$ cat config.mk
export PLATFORM = sky130hd
export DESIGN_NAME = psubsb_seq
export DESIGN_NICKNAME = d
export VERILOG_FILES = /design/src/rtl/psubsb_seq.sv
export SDC_FILE = /design/constraint.sdc
export NUM_CORES = 1
export LEC_CHECK = 0
export ABC_AREA = 1
export ABC_CLOCK_PERIOD_IN_PS = 3500
export CAP_MARGIN = 20
export CORE_UTILIZATION = 65
export CTS_BUF_LIST = sky130_fd_sc_hd__clkbuf_8
export CTS_CLUSTER_DIAMETER = 60
export DETAILED_ROUTE_END_ITERATION = 10
export DONT_BUFFER_PORTS = 1
export PLACE_DENSITY = 0.91
export SLEW_MARGIN = 20
export SYNTH_ARGS = -nofsm -noshare
export SYNTH_HDL_FRONTEND = slang
export SYNTH_SLANG_ARGS = --single-unit
$ cat constraint.sdc
create_clock -name clk -period 3.5 [get_ports clk]
set_input_delay 0.525 -clock clk [delete_from_list [all_inputs] [get_ports clk]]
set_output_delay 0.525 -clock clk [all_outputs]
set_load 0.02 [all_outputs]
$ cat src/rtl/psubsb_seq.sv
// Sequential packed saturating subtractor: one signed 4-bit lane per clock, lane 0 first.
// Define PSUBSB_ADD_EN to add an op input selecting packed saturating add (op=1) or subtract (op=0).
module psubsb_seq #(
    parameter int unsigned NUM_LANES = 4
) (
    input  logic                     clk,
    input  logic                     rst_n,
    input  logic                     in_valid,
    output logic                     in_ready,
`ifdef PSUBSB_ADD_EN
    input  logic                     op,
`endif
    input  logic [4*NUM_LANES-1:0]   A,
    input  logic [4*NUM_LANES-1:0]   B,
    output logic                     out_valid,
    input  logic                     out_ready,
    output logic [4*NUM_LANES-1:0]   RES,
    output logic [NUM_LANES-1:0]     ovfl_lanes
);

    localparam int unsigned DATA_W = 4 * NUM_LANES;
    localparam int unsigned LANE_W = (NUM_LANES > 1) ? $clog2(NUM_LANES) : 1;
    localparam logic [LANE_W-1:0] LAST_LANE = LANE_W'(NUM_LANES - 1);

    typedef enum logic [1:0] {
        IDLE = 2'd0,
        CALC = 2'd1,
        DONE = 2'd2
    } state_t;

    state_t              state_q, state_nxt;
    logic [LANE_W-1:0]   lane_q, lane_nxt;
    logic [DATA_W-1:0]   a_q, a_nxt;
    logic [DATA_W-1:0]   b_q, b_nxt;
    logic [DATA_W-1:0]   res_q, res_nxt;
    logic [NUM_LANES-1:0] ovfl_q, ovfl_nxt;
    logic                in_ready_q, in_ready_nxt;
    logic                out_valid_q, out_valid_nxt;
    logic                add_q, add_nxt;

    logic [3:0]          lane_a, lane_b;
    logic [4:0]          lane_sum;
    logic [3:0]          lane_sat;
    logic                lane_clamp;

`ifdef PSUBSB_ADD_EN
    logic add_in;
    assign add_in = op;
`else
    logic add_in;
    assign add_in = 1'b0;
`endif

    // Per-lane datapath: 5-bit exact result, then clamp to the signed 4-bit range.
    always_comb begin
        lane_a     = a_q[lane_q*4 +: 4];
        lane_b     = b_q[lane_q*4 +: 4];
        lane_sum   = '0;
        lane_sat   = '0;
        lane_clamp = 1'b0;
        if (add_q) begin
            lane_sum = {lane_a[3], lane_a} + {lane_b[3], lane_b};
        end else begin
            lane_sum = {lane_a[3], lane_a} - {lane_b[3], lane_b};
        end
        // Bits [4:3] disagree only when the value left the range -8..7.
        if (!lane_sum[4] && lane_sum[3]) begin
            lane_sat   = 4'h7;
            lane_clamp = 1'b1;
        end else if (lane_sum[4] && !lane_sum[3]) begin
            lane_sat   = 4'h8;
            lane_clamp = 1'b1;
        end else begin
            lane_sat   = lane_sum[3:0];
        end
    end

    // Next-state and next-output logic.
    always_comb begin
        state_nxt     = state_q;
        lane_nxt      = lane_q;
        a_nxt         = a_q;
        b_nxt         = b_q;
        add_nxt       = add_q;
        res_nxt       = res_q;
        ovfl_nxt      = ovfl_q;
        in_ready_nxt  = 1'b0;
        out_valid_nxt = 1'b0;

        case (state_q)
            IDLE: begin
                if (in_valid) begin
                    a_nxt     = A;
                    b_nxt     = B;
                    add_nxt   = add_in;
                    res_nxt   = '0;
                    ovfl_nxt  = '0;
                    lane_nxt  = '0;
                    state_nxt = CALC;
                end
            end
            CALC: begin
                res_nxt[lane_q*4 +: 4] = lane_sat;
                ovfl_nxt[lane_q]       = lane_clamp;
                lane_nxt               = LANE_W'(lane_q + 1'b1);
                if (lane_q == LAST_LANE) begin
                    lane_nxt  = '0;
                    state_nxt = DONE;
                end
            end
            DONE: begin
                if (out_ready) begin
                    state_nxt = IDLE;
                end
            end
            default: begin
                state_nxt = IDLE;
            end
        endcase

        in_ready_nxt  = (state_nxt == IDLE);
        out_valid_nxt = (state_nxt == DONE);
    end

    // State and output registers with synchronous active-low reset.
    always_ff @(posedge clk) begin
        if (!rst_n) begin
            state_q     <= IDLE;
            lane_q      <= '0;
            a_q         <= '0;
            b_q         <= '0;
            add_q       <= 1'b0;
            res_q       <= '0;
            ovfl_q      <= '0;
            in_ready_q  <= 1'b1;
            out_valid_q <= 1'b0;
        end else begin
            state_q     <= state_nxt;
            lane_q      <= lane_nxt;
            a_q         <= a_nxt;
            b_q         <= b_nxt;
            add_q       <= add_nxt;
            res_q       <= res_nxt;
            ovfl_q      <= ovfl_nxt;
            in_ready_q  <= in_ready_nxt;
            out_valid_q <= out_valid_nxt;
        end
    end

    assign in_ready   = in_ready_q;
    assign out_valid  = out_valid_q;
    assign RES        = res_q;
    assign ovfl_lanes = ovfl_q;

endmodule

# After elaboration in Yosys (flattened, before gate mapping)
# Index checks and enable logic that the tools add are counted.
# op_classes
n_addsub,3
reduce_logical,10
n_lt_le_gt_ge,2
n_eq_ne,5
n_shift,4
n_mux,19
# ops
op,count
4-bit negator with 34-bit output,1
"4-bit by 34-bit variable shift with 16-bit output, first input constant",1
4-bit by 34-bit variable part select with 16-bit output,1
16-bit one-hot mux with 2 select lines,1
16-bit by 5-bit variable part select with 4-bit output,2
16-bit bitwise mux,1
16-bit two-way mux,1
4-bit two-way mux,3
2-bit two-way mux,5
4-bit one-hot mux with 2 select lines,1
"2-bit == test, second input constant",3
2-bit one-hot mux with 3 select lines,1
4-bit by 4-bit subtractor with 5-bit output,1
4-bit bitwise mux,1
2-bit zero test,2
2-bit one-hot mux with 2 select lines,1
2-bit AND reduction,2
1-bit logical AND,3
"2-bit by 3-bit less-than comparator with 1-bit output, second input constant",1
1-bit two-way mux,3
"2-bit by 1-bit adder with 2-bit output, second input constant",1
1-bit demux with 2-bit select,1
"2-bit by 1-bit == test with 1-bit output, second input constant",1
"2-bit by 1-bit >= comparator with 1-bit output, second input constant",1
other kinds (3),4
# word_totals
input_bits,36
out_inout_bits,22
elab_cells,51
regBits,58

# Longest topological paths before layout
# depth
ltp_word,9
depth_mapped,18

# Least setup slack after synthesis
# Ideal clock, no wire load.
# synth_timing
path_type,reg-to-reg
start,register lane_q[0]
end,register res_q[4] (netlist: RES[4])
setup_ns,0.070
stages_incl_launch_ff,16
path_buffers,1
arrival_time_ns,2.603
required_time_ns,3.430
setup_slack_ns,0.826
path_cell_list,dfxtp_1 -> buf_2 -> nand2_1 -> a32o_1 -> ha_1 -> fa_1 -> inv_1 -> nand2_1 -> nand3_1 -> nand2_1 -> ha_1 -> o21ai_0 -> nand2_1 -> nor2_1 -> nand2_1 -> a21oi_1
# synth_via
elab_chain_len,9
# synth_rtl
item,line_no,source
from (decl),32,"logic [LANE_W-1:0] lane_q, lane_nxt;"
from (signal assigned),139,lane_q <= lane_nxt;
16-bit by 5-bit variable part select with 4-bit output (on tied branches),"56, 57",
4-bit by 4-bit subtractor with 5-bit output,64,"lane_sum = {lane_a[3], lane_a} - {lane_b[3], lane_b};"
1-bit zero test,70,end else if (lane_sum[4] && !lane_sum[3]) begin
1-bit logical AND,70,
4-bit two-way mux,70,
4-bit two-way mux,67,if (!lane_sum[4] && lane_sum[3]) begin
4-bit by 34-bit variable part select with 16-bit output,103,res_nxt[lane_q*4 +: 4] = lane_sat;
16-bit bitwise mux *,103,
16-bit one-hot mux with 2 select lines *,90,case (state_q)
to (signal assigned),143,res_q <= res_nxt;
to (decl),35,"logic [DATA_W-1:0] res_q, res_nxt;"
# Mark *: on every way between the ends. The rest lies on a longest branch, timed or not.
# A chain may end at the register's enable or synchronous reset.

# Final worst setup path
# layout_timing
start,register lane_q[1]
end,register res_q[5] (netlist: RES[5])
# Same word-level chain as after synthesis.

==> results.sh <==
export IMPL_ys_ff_latch=58
export IMPL_crit_path_end_kind="register"
export IMPL_drv_cap=0
export IMPL_cp_data_arrival_time_ps=3320
export IMPL_tns_ps=0
export IMPL_post_place_cells=380
export IMPL_cp_required_ps=3760
export IMPL_root_buffer="clkbuf_8"
export IMPL_critPathSlowestCell="fa_1"
export IMPL_synth_cell_area_mm2=0.00261
export IMPL_final_layout_size_suffix_gt1_share_pct=7.78
export IMPL_area_growth_pct=5.27
export IMPL_drt_initial_drc_count=126
export IMPL_fin_skew_ps=3.79
export IMPL_viasPerCell=5.51
export IMPL_antenna_cells=0
export IMPL_critical_path_buf_inv_count=2
export IMPL_vias=2175
export IMPL_p_comb_share_pct=20.6
export IMPL_antenna_found_initial=0
export IMPL_yosysMostFrequentCell="nor2_1"
export IMPL_post_cts_repair_setup_buffers=0
export IMPL_avgSynthCellArea_um2=7.53
export IMPL_sw_frac_of_total_pct=31.9
export IMPL_clock_latency_ps=340
export IMPL_timing_final_crit_share_pct=87.3
export IMPL_die_h_um=65.4
export IMPL_num_rows=22
export IMPL_grt_pass1_wl_mm=8.59
export IMPL_cp_start_kind="register"
export IMPL_cp_top_family="adder cells"
export IMPL_syn_instance_count=347
export IMPL_drc=0
export IMPL_crit_path_max_fanout=15
export IMPL_cts_buffers_inserted=9
export IMPL_nets=390
export IMPL_dr_pass1_iters=5
export IMPL_ys_top_cells_by_count="nor2_1, dfxtp_1, nand2_1"
export IMPL_p_per_area_mw_per_mm2=561
export IMPL_yosysTopAreaCellShare_pct=44.4
export IMPL_hpwlAfterDp_mm=3.71
export IMPL_slew_headroom_pct=56.0
export IMPL_power_internal_w=0.00105
export IMPL_clk_path_buf_depth=2
export IMPL_grt_util_all_layers_pct=27.0
export IMPL_ys_top_cells_by_area="dfxtp_1, nor2_1, o21ai_0, nand2_1, a21oi_1"
export IMPL_synth_edf_count=0
export IMPL_cpMostUsedCell="nand2_1"
export IMPL_p_leak_nw=1.09
export IMPL_routed_wl_mm=5.21
export IMPL_coreArea_mm2=0.00377
export IMPL_ir_drop_mv=0.420
export IMPL_crit_chain="inv_1, a21oi_1, a32o_1, ha_1, fa_1, inv_1, nand2_1, nand3_1, nand2_1, ha_1, o21ai_0, nand2_1, nor2_1, nand2_1, a21oi_1"
export IMPL_first_global_vias=2010
export IMPL_setup_violations=0
export IMPL_cts_resized=0
export IMPL_worst_pin_slew_ps=659
export IMPL_crit_type="reg2reg"
export IMPL_cpPeakStageDelay_ps=390
export IMPL_ant_nets=0
export IMPL_fp_dieArea_mm2=0.00428
export IMPL_wl_per_cell_um=13.2
export IMPL_die_x_um=65.4
export IMPL_rsz0062_at_grt="no"
export IMPL_h_tree_depth=3
export IMPL_grt_max_degree=38
export IMPL_clockPowerShare_pct=31.4
export IMPL_io_buffer_count=0
export IMPL_gp_congestion=0.940
export IMPL_async_flop_share_pct=0
export IMPL_slew_violations=0
export IMPL_ios=58
export IMPL_switchingPower_w=0.000493
export IMPL_post_route_util_pct=73.0
export IMPL_hold_violations=0
export IMPL_cts_tree="done"
export IMPL_yosysWarnings=0
export IMPL_period_needed_ps=3060
export IMPL_initial_core_util_pct=69.3
export IMPL_status="completed"
export IMPL_clk_pin_slew_ps=60
export IMPL_hold_class="in2reg"
export IMPL_syn_num_nets=394
export IMPL_ys_seq_area_share_pct=44.4
export IMPL_ys_types=29
export IMPL_ys_flop_type="dfxtp_1"
export IMPL_fmax_ghz=0.327
export IMPL_clock_sinks=58
export IMPL_pwr_share_seq_pct=48.0
export IMPL_synth_area_leader_cell="dfxtp_1"
export IMPL_layout_cells_non_filler=395
export IMPL_overflow=0
export IMPL_hold_buffers=0
## state kept, by name, summed over array words and instances (netlist names)
register and cells:
RES 16, a_q 16, b_q 16, ovfl_lanes 4
lane_q 2, state_q 2, in_ready 1, out_valid 1
## cell families after synthesis
family	count (synthesis)	share of synthesized area (%)
flops	58	44.4
fa+ha+maj	11	5.55
buf+inv	36	6.22
compound gates	83	18.0
xor+xnor	1	0.335
simple gates	158	25.5
## power by group through the flow
| stage | clock (W) | sequential, W | combinational, W |
|---|---|---|---|
| detailed placement | 0 | 0.000755 | 0.000314 |
| global placement | 0 | 0.000754 | 0.000302 |
| floorplan | 0 | 0.000748 | 0.000264 |
| CTS | 0.000497 | 0.000741 | 0.000315 |
| global route | 0.000521 | 0.000744 | 0.000364 |
| finish | 0.000485 | 0.000741 | 0.000318 |
## worst register-to-register path, stage by stage (launching register included)
cell and delay (ps):
dfxtp_1 360, inv_1 330, a21oi_1 80, a32o_1 220
ha_1 230, fa_1 390, inv_1 70, nand2_1 60
nand3_1 70, nand2_1 140, ha_1 260, o21ai_0 340
nand2_1 90, nor2_1 130, nand2_1 70, a21oi_1 140
## per-layer routing
| metal | part of all wire [%] | wire (µm) | vias up | GRT usage, % |
|---|---|---|---|---|
| met4 | 1.6 | 82 | 0 | 12.8 |
| li1 | - | - | 1131 | - |
| met5 | 0 | 0 | - | 0 |
| met2 | 49 | 2540 | 59 | 44.2 |
| met3 | 5.4 | 279 | 7 | 10.9 |
| met1 | 44 | 2310 | 978 | 30.4 |
## cell type report
class	count	area [µm²]
Multi-Input combinational cell	253	1290
Sequential cell	58	1160
Fill cell	313	1020
Clock buffer	9	124
Inverter	19	73.8
Tap cell	48	60.1
Clock inverter	6	27.5
Timing Repair Buffer	2	15.0
## per-stage QoR
| step | power [W] | worst slack (ps) | hold slack (ps) | instance area [µm²] |
|---|---|---|---|---|
| final | 0.00154 | 444 | 322 | 2750 |
| after global routing | 0.00163 | 119 | 305 | 2750 |
| after CTS | 0.00155 | 501 | 300 | 2750 |
| after detailed placement | 0.00107 | 525 | 478 | 2600 |
| after global placement | 0.00106 | 703 | 466 | 2600 |
| after floorplan | 0.00101 | 826 | 449 | 2610 |
## path summary, 6_finish.rpt
| kind | startpoint | to | slack (ps) | cells past startpoint |
|---|---|---|---|---|
| hold / removal | rst_n | a_q[9]$_SDFFE_PN0P_ | 320 | 2 |
| hold reg to reg | a_q[7]$_SDFFE_PN0P_ | a_q[7]$_SDFFE_PN0P_ | 490 | 2 |
| setup / recovery | lane_q[1]$_SDFFE_PN0P_ | RES[5]$_SDFFE_PN0P_ | 440 | 15 |
| setup reg to reg | lane_q[1]$_SDFFE_PN0P_ | RES[5]$_SDFFE_PN0P_ | 440 | 15 |
## layout by cell type, fill, tap and decap left out, types with 2 or more instances in the layout
cell	n
nor2_4	2
o21ai_0	42
inv_2	2
nand3_1	12
dfxtp_1	58
clkinv_2	4
nor2_1	80
inv_1	17
a32o_1	3
a21oi_1	29
clkbuf_8	9
a32oi_1	2
ha_1	10
nand4_1	4
o22ai_1	3
nand2_1	55
a21oi_4	2
buf_4	2
Note: power is estimated with default switching activity, not from simulation.
